File: src/rtl/alu_pkg.sv
// Shared types and constants for the EX-stage ALU and its decoder.
package alu_pkg;

  localparam int unsigned DATA_W  = 32;
  localparam int unsigned CTRL_W  = 4;
  localparam int unsigned SHAMT_W = 5;

  // {bit3, funct3} codes emitted by the ALU decoder
  typedef enum logic [CTRL_W-1:0] {
    OP_ADD  = 4'b0000,
    OP_SUB  = 4'b1000,
    OP_SLL  = 4'b0001,
    OP_SLT  = 4'b0010,
    OP_SLTU = 4'b0011,
    OP_XOR  = 4'b0100,
    OP_SRL  = 4'b0101,
    OP_SRA  = 4'b1101,
    OP_OR   = 4'b0110,
    OP_AND  = 4'b0111
  } alu_op_e;

  typedef enum logic [1:0] {
    IDLE  = 2'd0,
    SHIFT = 2'd1,
    DONE  = 2'd2
  } alu_state_e;

  // Bit 3 only matters for funct3 000 and 101, so shifts are decoded on funct3
  function automatic logic is_shift(input logic [CTRL_W-1:0] ctrl);
    return (ctrl[2:0] == 3'b001) || (ctrl[2:0] == 3'b101);
  endfunction

endpackage

File: src/rtl/alu_exec_if.sv
// Operand/result handshake bundle between the EX-stage front end and alu_exec.
interface alu_exec_if
  import alu_pkg::*;
#(
  parameter int unsigned WIDTH = DATA_W
);
  logic              in_valid;
  logic              in_ready;
  logic [CTRL_W-1:0] ALUControl;
  logic [WIDTH-1:0]  SrcA;
  logic [WIDTH-1:0]  SrcB;
  logic              out_valid;
  logic              out_ready;
  logic [WIDTH-1:0]  ALUResult;
  logic              Zero;

  modport master (
    output in_valid, ALUControl, SrcA, SrcB, out_ready,
    input  in_ready, out_valid, ALUResult, Zero
  );

  modport slave (
    input  in_valid, ALUControl, SrcA, SrcB, out_ready,
    output in_ready, out_valid, ALUResult, Zero
  );
endinterface

File: src/rtl/alu_shift_serial.sv
// One-bit-per-cycle shifter: loads on start, shifts while run and count is nonzero.
module alu_shift_serial
  import alu_pkg::*;
#(
  parameter int unsigned WIDTH = DATA_W
) (
  input  logic               clk,
  input  logic               rst,
  input  logic               start,
  input  logic               run,
  input  logic               left,
  input  logic               arith,
  input  logic [WIDTH-1:0]   a,
  input  logic [SHAMT_W-1:0] shamt,
  output logic [WIDTH-1:0]   next_c,
  output logic               last_c
);

  logic [WIDTH-1:0]   acc;
  logic [SHAMT_W-1:0] count;
  logic               left_q;
  logic               arith_q;

  // Next accumulator value; the FSM takes it directly on the final step
  always_comb begin
    next_c = acc;
    if (left_q) next_c = {acc[WIDTH-2:0], 1'b0};
    else        next_c = {arith_q & acc[WIDTH-1], acc[WIDTH-1:1]};
  end

  assign last_c = (count == SHAMT_W'(1));

  always_ff @(posedge clk) begin
    if (rst) begin
      acc     <= '0;
      count   <= '0;
      left_q  <= 1'b0;
      arith_q <= 1'b0;
    end else if (start) begin
      acc     <= a;
      count   <= shamt;
      left_q  <= left;
      arith_q <= arith;
    end else if (run && (count != '0)) begin
      acc   <= next_c;
      count <= count - SHAMT_W'(1);
    end
  end

endmodule

File: src/rtl/alu_exec.sv
// Multi-cycle EX-stage ALU with valid/ready on both sides.
// ALU_BARREL_SHIFT_EN: single-cycle barrel shifts instead of the serial shifter.
module alu_exec
  import alu_pkg::*;
#(
  parameter int unsigned WIDTH = DATA_W
) (
  input  logic     clk,
  input  logic     rst,
  alu_exec_if.slave bus
);

  alu_state_e         state;
  alu_state_e         state_next;
  logic [WIDTH-1:0]   result;
  logic [WIDTH-1:0]   result_next;
  logic [WIDTH-1:0]   compute_c;
  logic [WIDTH-1:0]   sra_c;
  logic [2:0]         funct3;
  logic               alt;
  logic [SHAMT_W-1:0] shamt;

  assign funct3 = bus.ALUControl[2:0];
  assign alt    = bus.ALUControl[3];
  assign shamt  = bus.SrcB[SHAMT_W-1:0];
  // Kept in its own assignment so the arithmetic shift stays signed
  assign sra_c  = $unsigned($signed(bus.SrcA) >>> shamt);

`ifndef ALU_BARREL_SHIFT_EN
  logic             op_shift;
  logic             shift_start_c;
  logic             shift_last_c;
  logic [WIDTH-1:0] shift_next_c;

  assign op_shift = is_shift(bus.ALUControl);

  alu_shift_serial #(.WIDTH(WIDTH)) u_shift (
    .clk    (clk),
    .rst    (rst),
    .start  (shift_start_c),
    .run    (state == SHIFT),
    .left   (funct3 == 3'b001),
    .arith  (alt),
    .a      (bus.SrcA),
    .shamt  (shamt),
    .next_c (shift_next_c),
    .last_c (shift_last_c)
  );
`endif

  // Single-cycle datapath; serial builds only use the shift arms for shamt 0
  always_comb begin
    compute_c = '0;
    case (funct3)
      3'b000:  compute_c = alt ? (bus.SrcA - bus.SrcB) : (bus.SrcA + bus.SrcB);
`ifdef ALU_BARREL_SHIFT_EN
      3'b001:  compute_c = bus.SrcA << shamt;
      3'b101:  compute_c = alt ? sra_c : (bus.SrcA >> shamt);
`else
      3'b001:  compute_c = bus.SrcA;
      3'b101:  compute_c = alt ? sra_c : bus.SrcA;
`endif
      3'b010:  compute_c = WIDTH'($signed(bus.SrcA) < $signed(bus.SrcB));
      3'b011:  compute_c = WIDTH'(bus.SrcA < bus.SrcB);
      3'b100:  compute_c = bus.SrcA ^ bus.SrcB;
      3'b110:  compute_c = bus.SrcA | bus.SrcB;
      3'b111:  compute_c = bus.SrcA & bus.SrcB;
      default: compute_c = '0;
    endcase
  end

  always_ff @(posedge clk) begin
    if (rst) begin
      state  <= IDLE;
      result <= '0;
    end else begin
      state  <= state_next;
      result <= result_next;
    end
  end

  always_comb begin
    state_next  = state;
    result_next = result;
`ifndef ALU_BARREL_SHIFT_EN
    shift_start_c = 1'b0;
`endif
    case (state)
      IDLE: begin
        if (bus.in_valid) begin
`ifdef ALU_BARREL_SHIFT_EN
          result_next = compute_c;
          state_next  = DONE;
`else
          if (op_shift && (shamt != '0)) begin
            shift_start_c = 1'b1;
            state_next    = SHIFT;
          end else begin
            result_next = compute_c;
            state_next  = DONE;
          end
`endif
        end
      end
      SHIFT: begin
`ifdef ALU_BARREL_SHIFT_EN
        state_next = IDLE;
`else
        // Final shift lands straight in the result register
        if (shift_last_c) begin
          result_next = shift_next_c;
          state_next  = DONE;
        end
`endif
      end
      DONE: begin
        if (bus.out_ready) state_next = IDLE;
      end
      default: state_next = IDLE;
    endcase
  end

  assign bus.in_ready  = (state == IDLE);
  assign bus.out_valid = (state == DONE);
  assign bus.ALUResult = result;
  assign bus.Zero      = (result == '0);

endmodule

File: src/flat_wrapper.sv
// flat-port wrapper written by rule: the top's interface ports become plain ports
module alu_exec_flat import alu_pkg::*;
#(
  parameter int unsigned WIDTH = DATA_W
)
  (clk, rst, bus_in_valid, bus_ALUControl, bus_SrcA, bus_SrcB, bus_out_ready, bus_in_ready, bus_out_valid, bus_ALUResult, bus_Zero);
  alu_exec_if #(.WIDTH(WIDTH)) bus_i ();
  input  logic clk;
  input  logic rst;
  input wire logic [$bits(bus_i.in_valid)-1:0] bus_in_valid;
  input wire logic [$bits(bus_i.ALUControl)-1:0] bus_ALUControl;
  input wire logic [$bits(bus_i.SrcA)-1:0] bus_SrcA;
  input wire logic [$bits(bus_i.SrcB)-1:0] bus_SrcB;
  input wire logic [$bits(bus_i.out_ready)-1:0] bus_out_ready;
  output wire logic [$bits(bus_i.in_ready)-1:0] bus_in_ready;
  output wire logic [$bits(bus_i.out_valid)-1:0] bus_out_valid;
  output wire logic [$bits(bus_i.ALUResult)-1:0] bus_ALUResult;
  output wire logic [$bits(bus_i.Zero)-1:0] bus_Zero;
  assign bus_i.in_valid = bus_in_valid;
  assign bus_i.ALUControl = bus_ALUControl;
  assign bus_i.SrcA = bus_SrcA;
  assign bus_i.SrcB = bus_SrcB;
  assign bus_i.out_ready = bus_out_ready;
  assign bus_in_ready = bus_i.in_ready;
  assign bus_out_valid = bus_i.out_valid;
  assign bus_ALUResult = bus_i.ALUResult;
  assign bus_Zero = bus_i.Zero;
  alu_exec #(.WIDTH(WIDTH)) u_core (.clk(clk), .rst(rst), .bus(bus_i));
endmodule
File: config.mk
export PLATFORM = sky130hd
export DESIGN_NAME = alu_exec_flat
export DESIGN_NICKNAME = d
export VERILOG_FILES = /design/src/rtl/alu_pkg.sv /design/src/rtl/alu_exec_if.sv /design/src/rtl/alu_shift_serial.sv /design/src/rtl/alu_exec.sv /design/src/flat_wrapper.sv
export SDC_FILE = /design/constraint.sdc
export NUM_CORES = 1
export LEC_CHECK = 0
export BUFFER_PORTS_ARGS = -buffer_cell sky130_fd_sc_hd__buf_2
export CAP_MARGIN = 30
export CORE_ASPECT_RATIO = 1.25
export CORE_MARGIN = 8
export CORE_UTILIZATION = 30
export CTS_CLUSTER_DIAMETER = 100
export CTS_CLUSTER_SIZE = 25
export DETAILED_ROUTE_END_ITERATION = 8
export HOLD_SLACK_MARGIN = 0.08
export SYNTH_ARGS = -nofsm -noshare
export SYNTH_HDL_FRONTEND = slang
export SYNTH_SLANG_ARGS = --single-unit
File: constraint.sdc
create_clock -name clk -period 7.4 [get_ports clk]
set_clock_uncertainty 0.1 [all_clocks]
set_input_delay 1.11 -clock clk [delete_from_list [all_inputs] [get_ports clk]]
set_output_delay 1.11 -clock clk [all_outputs]
set_load 0.005 [all_outputs]
* Yosys cells after proc, flatten, opt, wreduce, memory -nomap -nowiden
Cells that the tools add are included.
** Storage, ports and cells
- Register bits after elaboration :: 73
- Input port bits :: 72
- Output and inout port bits :: 35
- Word-level logic and storage cells :: 62
** Cells by class
- $add $sub $neg :: 3
- Order comparisons :: 2
- Equality and inequality tests :: 14
- Shift operators :: 1
- Muxes and demuxes :: 20
- Bitwise gates (word level) :: 4
- Reductions and logical operators :: 12
** Operators by type and width (number)
- $mux W32 :: 8
- $pmux W32 S8 :: 1
- $lt A32 B32 Y1 :: 2
- $pmux W32 S2 :: 1
- $add A32 B32 Y32 :: 1
- $and A32 B32 Y32 :: 1
- $logic_not A32 Y1 :: 1
- $or A32 B32 Y32 :: 1
- $sshr A32 B5 Y32 :: 1
- $sub A32 B32 Y32 :: 1
- $xor A32 B32 Y32 :: 1
- $eq A3 B3 Y1 const B :: 4
- $mux W5 :: 2
- $reduce_bool A5 Y1 :: 2
- $mux W2 :: 4
- $eq A3 B2 Y1 const B :: 2
- $ne A2 B2 Y1 const B :: 3
- $pmux W2 S3 :: 1
- $eq A5 B1 Y1 const B :: 1
- $sub A5 B1 Y5 const B :: 1
- $reduce_and A4 Y1 :: 1
- $reduce_bool A2 Y1 :: 2
- $eq A3 B1 Y1 const B :: 1
- $logic_not A3 Y1 :: 1
- 9 further kinds :: 12

* Longest topological paths before layout
- Depth after elaboration :: 7
- Depth in mapped cells :: 15
- Mapped depth without buffers :: 13

* Cells and area by module
A second synthesis with hierarchy kept.
** Unflattened totals
- Cells, all modules :: 1550
- Area, all modules :: 11178.2 um^2
** Modules (own cells, without submodules)
- alu_exec :: times used 1, cells each 1275, area an instance 8877.3 um^2
- alu_shift_serial :: times used 1, cells each 275, area an instance 2301.0 um^2

* Worst setup path after synthesis
Ideal clock, no wire load.
- Kind :: input -> register
- Start :: in bus_SrcB[3]
- End :: reg u_core.result[30] (netlist: u_core.bus.ALUResult[30])
- Arrival time :: 4068 ps
- Required time :: 7175 ps
- Slack :: 3107 ps
- Stages on the path :: 14
- Path buffers :: 3
- Path through :: clkbuf_1 clkinv_1 clkbuf_1 ha_1 buf_2 o2111ai_1 a311oi_1 a21bo_1 a21oi_2 o21bai_1 a221oi_2 a211o_1 mux2i_1 o41a_1
** On the way
- Longest elaborated chain between the ends :: 6
** RTL lines
- start, declared :: RTL line flat_wrapper.sv:13 : input wire logic [$bits(bus_i.SrcB)-1:0] bus_SrcB;
- $add A32 B32 Y32 (tied with other cells) :: RTL line alu_exec.sv:55 : 3'b000: compute_c = alt ? (bus.SrcA - bus.SrcB) : (bus.SrcA + bus.SrcB);
- $mux W32, on equally long branches :: RTL line alu_exec.sv:55, alu_exec.sv:61
- $pmux W32 S8 :: RTL line alu_exec.sv:54 : case (funct3)
- $mux W32 :: RTL line alu_exec.sv:95 : if (op_shift && (shamt != '0)) begin
- $mux W32 :: RTL line alu_exec.sv:90 : if (bus.in_valid) begin
- $pmux W32 S2 :: RTL line alu_exec.sv:88 : case (state)
- end signal, assigned :: RTL line alu_exec.sv:78 : result <= result_next;
- end, declared :: RTL line alu_exec.sv:15 : logic [WIDTH-1:0] result;
Several ways; a longest one is shown, not always the timed one. The select of a mux whose other input is x is not followed.
A chain may end at the register's enable or synchronous reset.

* Worst setup path after layout
- Start :: in bus_SrcB[2]
- End :: reg u_core.result[30] (netlist: u_core.bus.ALUResult[30])
Same word-level chain as after synthesis.

==> results.yml <==
yosys:
  async_flop_share_pct: 0
  ys_seq_elements: 73
  yosys_warnings: 0
  synth.distinct_cells: 79
  syn-cell-area_um2: 10800
  synth_nets: 1712
  syn_inst: 1539
  avgSynthCellArea_um2: 7.01
  synth_edf_count: 0
  synth_ff_type: "dfxtp_1"
  seq_area_frac_synth_pct: 13.5
global_routing:
  met1_usage_pct: 29.9
  grtUsageMet3_pct: 3.55
  grt_overflow: 0
  met2_usage_pct: 36.7
  grt.total_usage_pct: 23.1
  grt_pass1_wl_um: 75600
  antenna_found_initial: 0
  grt_start_max_net_pins: 81
  gr-max-usage-layer: "met2"
  first_global_vias: 12000
clock_tree:
  numCtsBuffers: 9
  cts_sinks: 73
  cts_root_buf: "clkbuf_16"
  cts_tree: "yes"
  cts_buffer_depth: 2
  post_cts_resized: 0
  clk_latency_ps: 340
  cts_setup_buffers: 0
  clk_pin_slew_ps: 60
  htreeDepth: 3
  cts-hold-fix-buffers: 0
cells_and_area:
  drive_gt1_share_pct: 13.3
  final_cell_mix: "nand2_1, a21oi_1, nor2_1"
  fin_nets: 1728
  final_common_cell: "nand2_1"
  area_growth_pct: 10.4
  antenna_cells: 0
  fill_cells: 3948
  final_util_pct: 33.6
floorplan:
  fp.dieW_um: 186
  die_height_um: 228
  initial_utilization_pct: 30.4
  die_area_um2: 42300
  rows: 77
  core_area_um2: 35500
  io_pins: 107
setup_path:
  path_cells: "buf_2, clkinv_1, buf_4, ha_1, nor2b_1, o2111ai_1, a311oi_1, a21bo_1, a21oi_2, o21bai_1, a221oi_2, a211o_1, mux2i_1, o41a_1"
  crit_type: "input pin to flip-flop"
  endpoint_kind: "flip-flop"
  worst_ep_arrival_time_ps: 5030
  critPathSlowestCell: "a311oi_1"
  path_max_fanout: 35
  cp-start-kind: "input pin"
  required_ps: 7520
  slowest_delay_ps: 680
power_and_ir_drop:
  combPwrFrac_pct: 49.2
  clockPowerShare_pct: 24.4
  switchingPower_mw: 0.807
  ir_drop_v: 0.000110
  p_total_mw: 1.83
  sequentialPowerShare_pct: 26.4
  power_density_nw_per_um2: 154
  p_int_mw: 1.02
  p_sw_share_pct: 44.1
  cellLeakagePower_nw: 4.79
sta:
  relSlewSlack_pct: 26.0
  fin_crit_sh_pct: 66.3
  period_needed_ps: 4900
  rsz0062_at_grt: "false"
  setup_slack_ps: 2500
  fmax_mhz: 204
  worstMarginPinSlew_ps: 1110
  hold_violations: 0
  maxSlewViolCount: 0
  tns_ps: 0
  setup_viol: 0
routing:
  ant_nets: 0
  post_drt_wl_per_cell_um: 24.8
  routed_wl_um: 50400
  first_pass_iters: 6
  route.detailed.drc: 0
  vias: 12400
  via_per_inst: 6.08
  drtIter0Drc: 1507
outcome:
  status: "finished, final reports clean"
flow_run:
  drv_cap: 0
placement:
  io_buffers: 106
  dp_slack_ps: 2250
  hpwl_um: 38700
  place.gp.congestion: 0.973
hold_path:
  hold_path_class: "flip-flop to flip-flop"
==> per-layer routing <==
metal / vias to the layer above / share of wire (%)
met5: - / 0
met4: 0 / 5.4
met3: 137 / 7.8
met2: 665 / 45
met1: 5908 / 41
li1: 5649 / -
==> registers in the layout (all words and copies together), names as in the netlist <==
register / flops
u_core.bus.ALUResult: 32
u_core.u_shift.acc: 32
u_core.u_shift.count: 5
u_core.state: 2
u_core.u_shift.arith_q: 1
u_core.u_shift.left_q: 1
==> kinds of logic after synthesis <==
family,count (synthesis),share of synthesized area (%)
xor+xnor,31,2.52
flops,73,13.5
fa+ha+maj,101,11.8
buf+inv,228,8.21
mux,82,11.0
simple gates,463,18.6
compound gates,561,34.2
==> Yosys cell counts, types with 31 or more instances <==
cell type	n	area, um^2
nor3_1	32	160
nor2_1	131	492
a21oi_1	189	946
ha_1	99	1240
a211oi_1	31	233
clkbuf_1	92	345
mux2i_1	49	490
nand2_1	205	769
o211ai_1	45	338
dfxtp_1	73	1460
inv_1	100	375
o21ai_0	82	410
==> power groups by stage <==
stage	clock, mW	combinational [mW]	sequential (mW)
after floorplan	0	0.578	0.469
after global placement	0	0.879	0.490
after detailed placement	0	0.879	0.490
after CTS	0.450	0.884	0.481
after global routing	0.467	0.972	0.486
final	0.447	0.900	0.482
==> stage by stage <==
step | hold WS [ps] | std cells | instance area (um^2)
3_3_place_gp | 361 | 2018 | 11600
3_5_place_dp | 365 | 2018 | 11600
5_1_grt | 402 | 2034 | 11900
6_report | 375 | 2034 | 11900
4_1_cts | 373 | 2034 | 11900
2_1_floorplan | 349 | 1539 | 10800
==> area by class of cell <==
class	instances	area [um^2]	area share (%)
tap	474	593	4.98
clock buffer	10	239	2.01
inverter	104	390	3.28
clock inverter	6	57.6	0.483
timing repair buffer	129	703	5.90
multi-input combinational	1238	8460	71.1
sequential	73	1460	12.3
==> worst max-delay path: cells and delay by family <==
| kind | cells | cell delay [ps] |
|---|---|---|
| adders and majority gates | 1 | 480 |
| muxes | 1 | 130 |
| and+or+nand+nor | 1 | 230 |
| buffers and inverters | 3 | 790 |
| AOI/OAI and AO/OA | 8 | 2270 |
==> worst paths after layout <==
kind | slack [ps] | from | end | cells past startpoint
max | 2500 | bus_SrcB[2] | u_core.bus.ALUResult[30]$_SDFFE_PP0P_ | 14
min | 370 | u_core.u_shift.arith_q$_SDFFE_PP0P_ | u_core.u_shift.arith_q$_SDFFE_PP0P_ | 2
max reg2reg | 4280 | u_core.u_shift.count[2]$_SDFFE_PP0P_ | u_core.bus.ALUResult[5]$_SDFFE_PP0P_ | 8
min reg2reg | 370 | u_core.u_shift.arith_q$_SDFFE_PP0P_ | u_core.u_shift.arith_q$_SDFFE_PP0P_ | 2
Note: power is estimated with default switching activity, not from simulation.
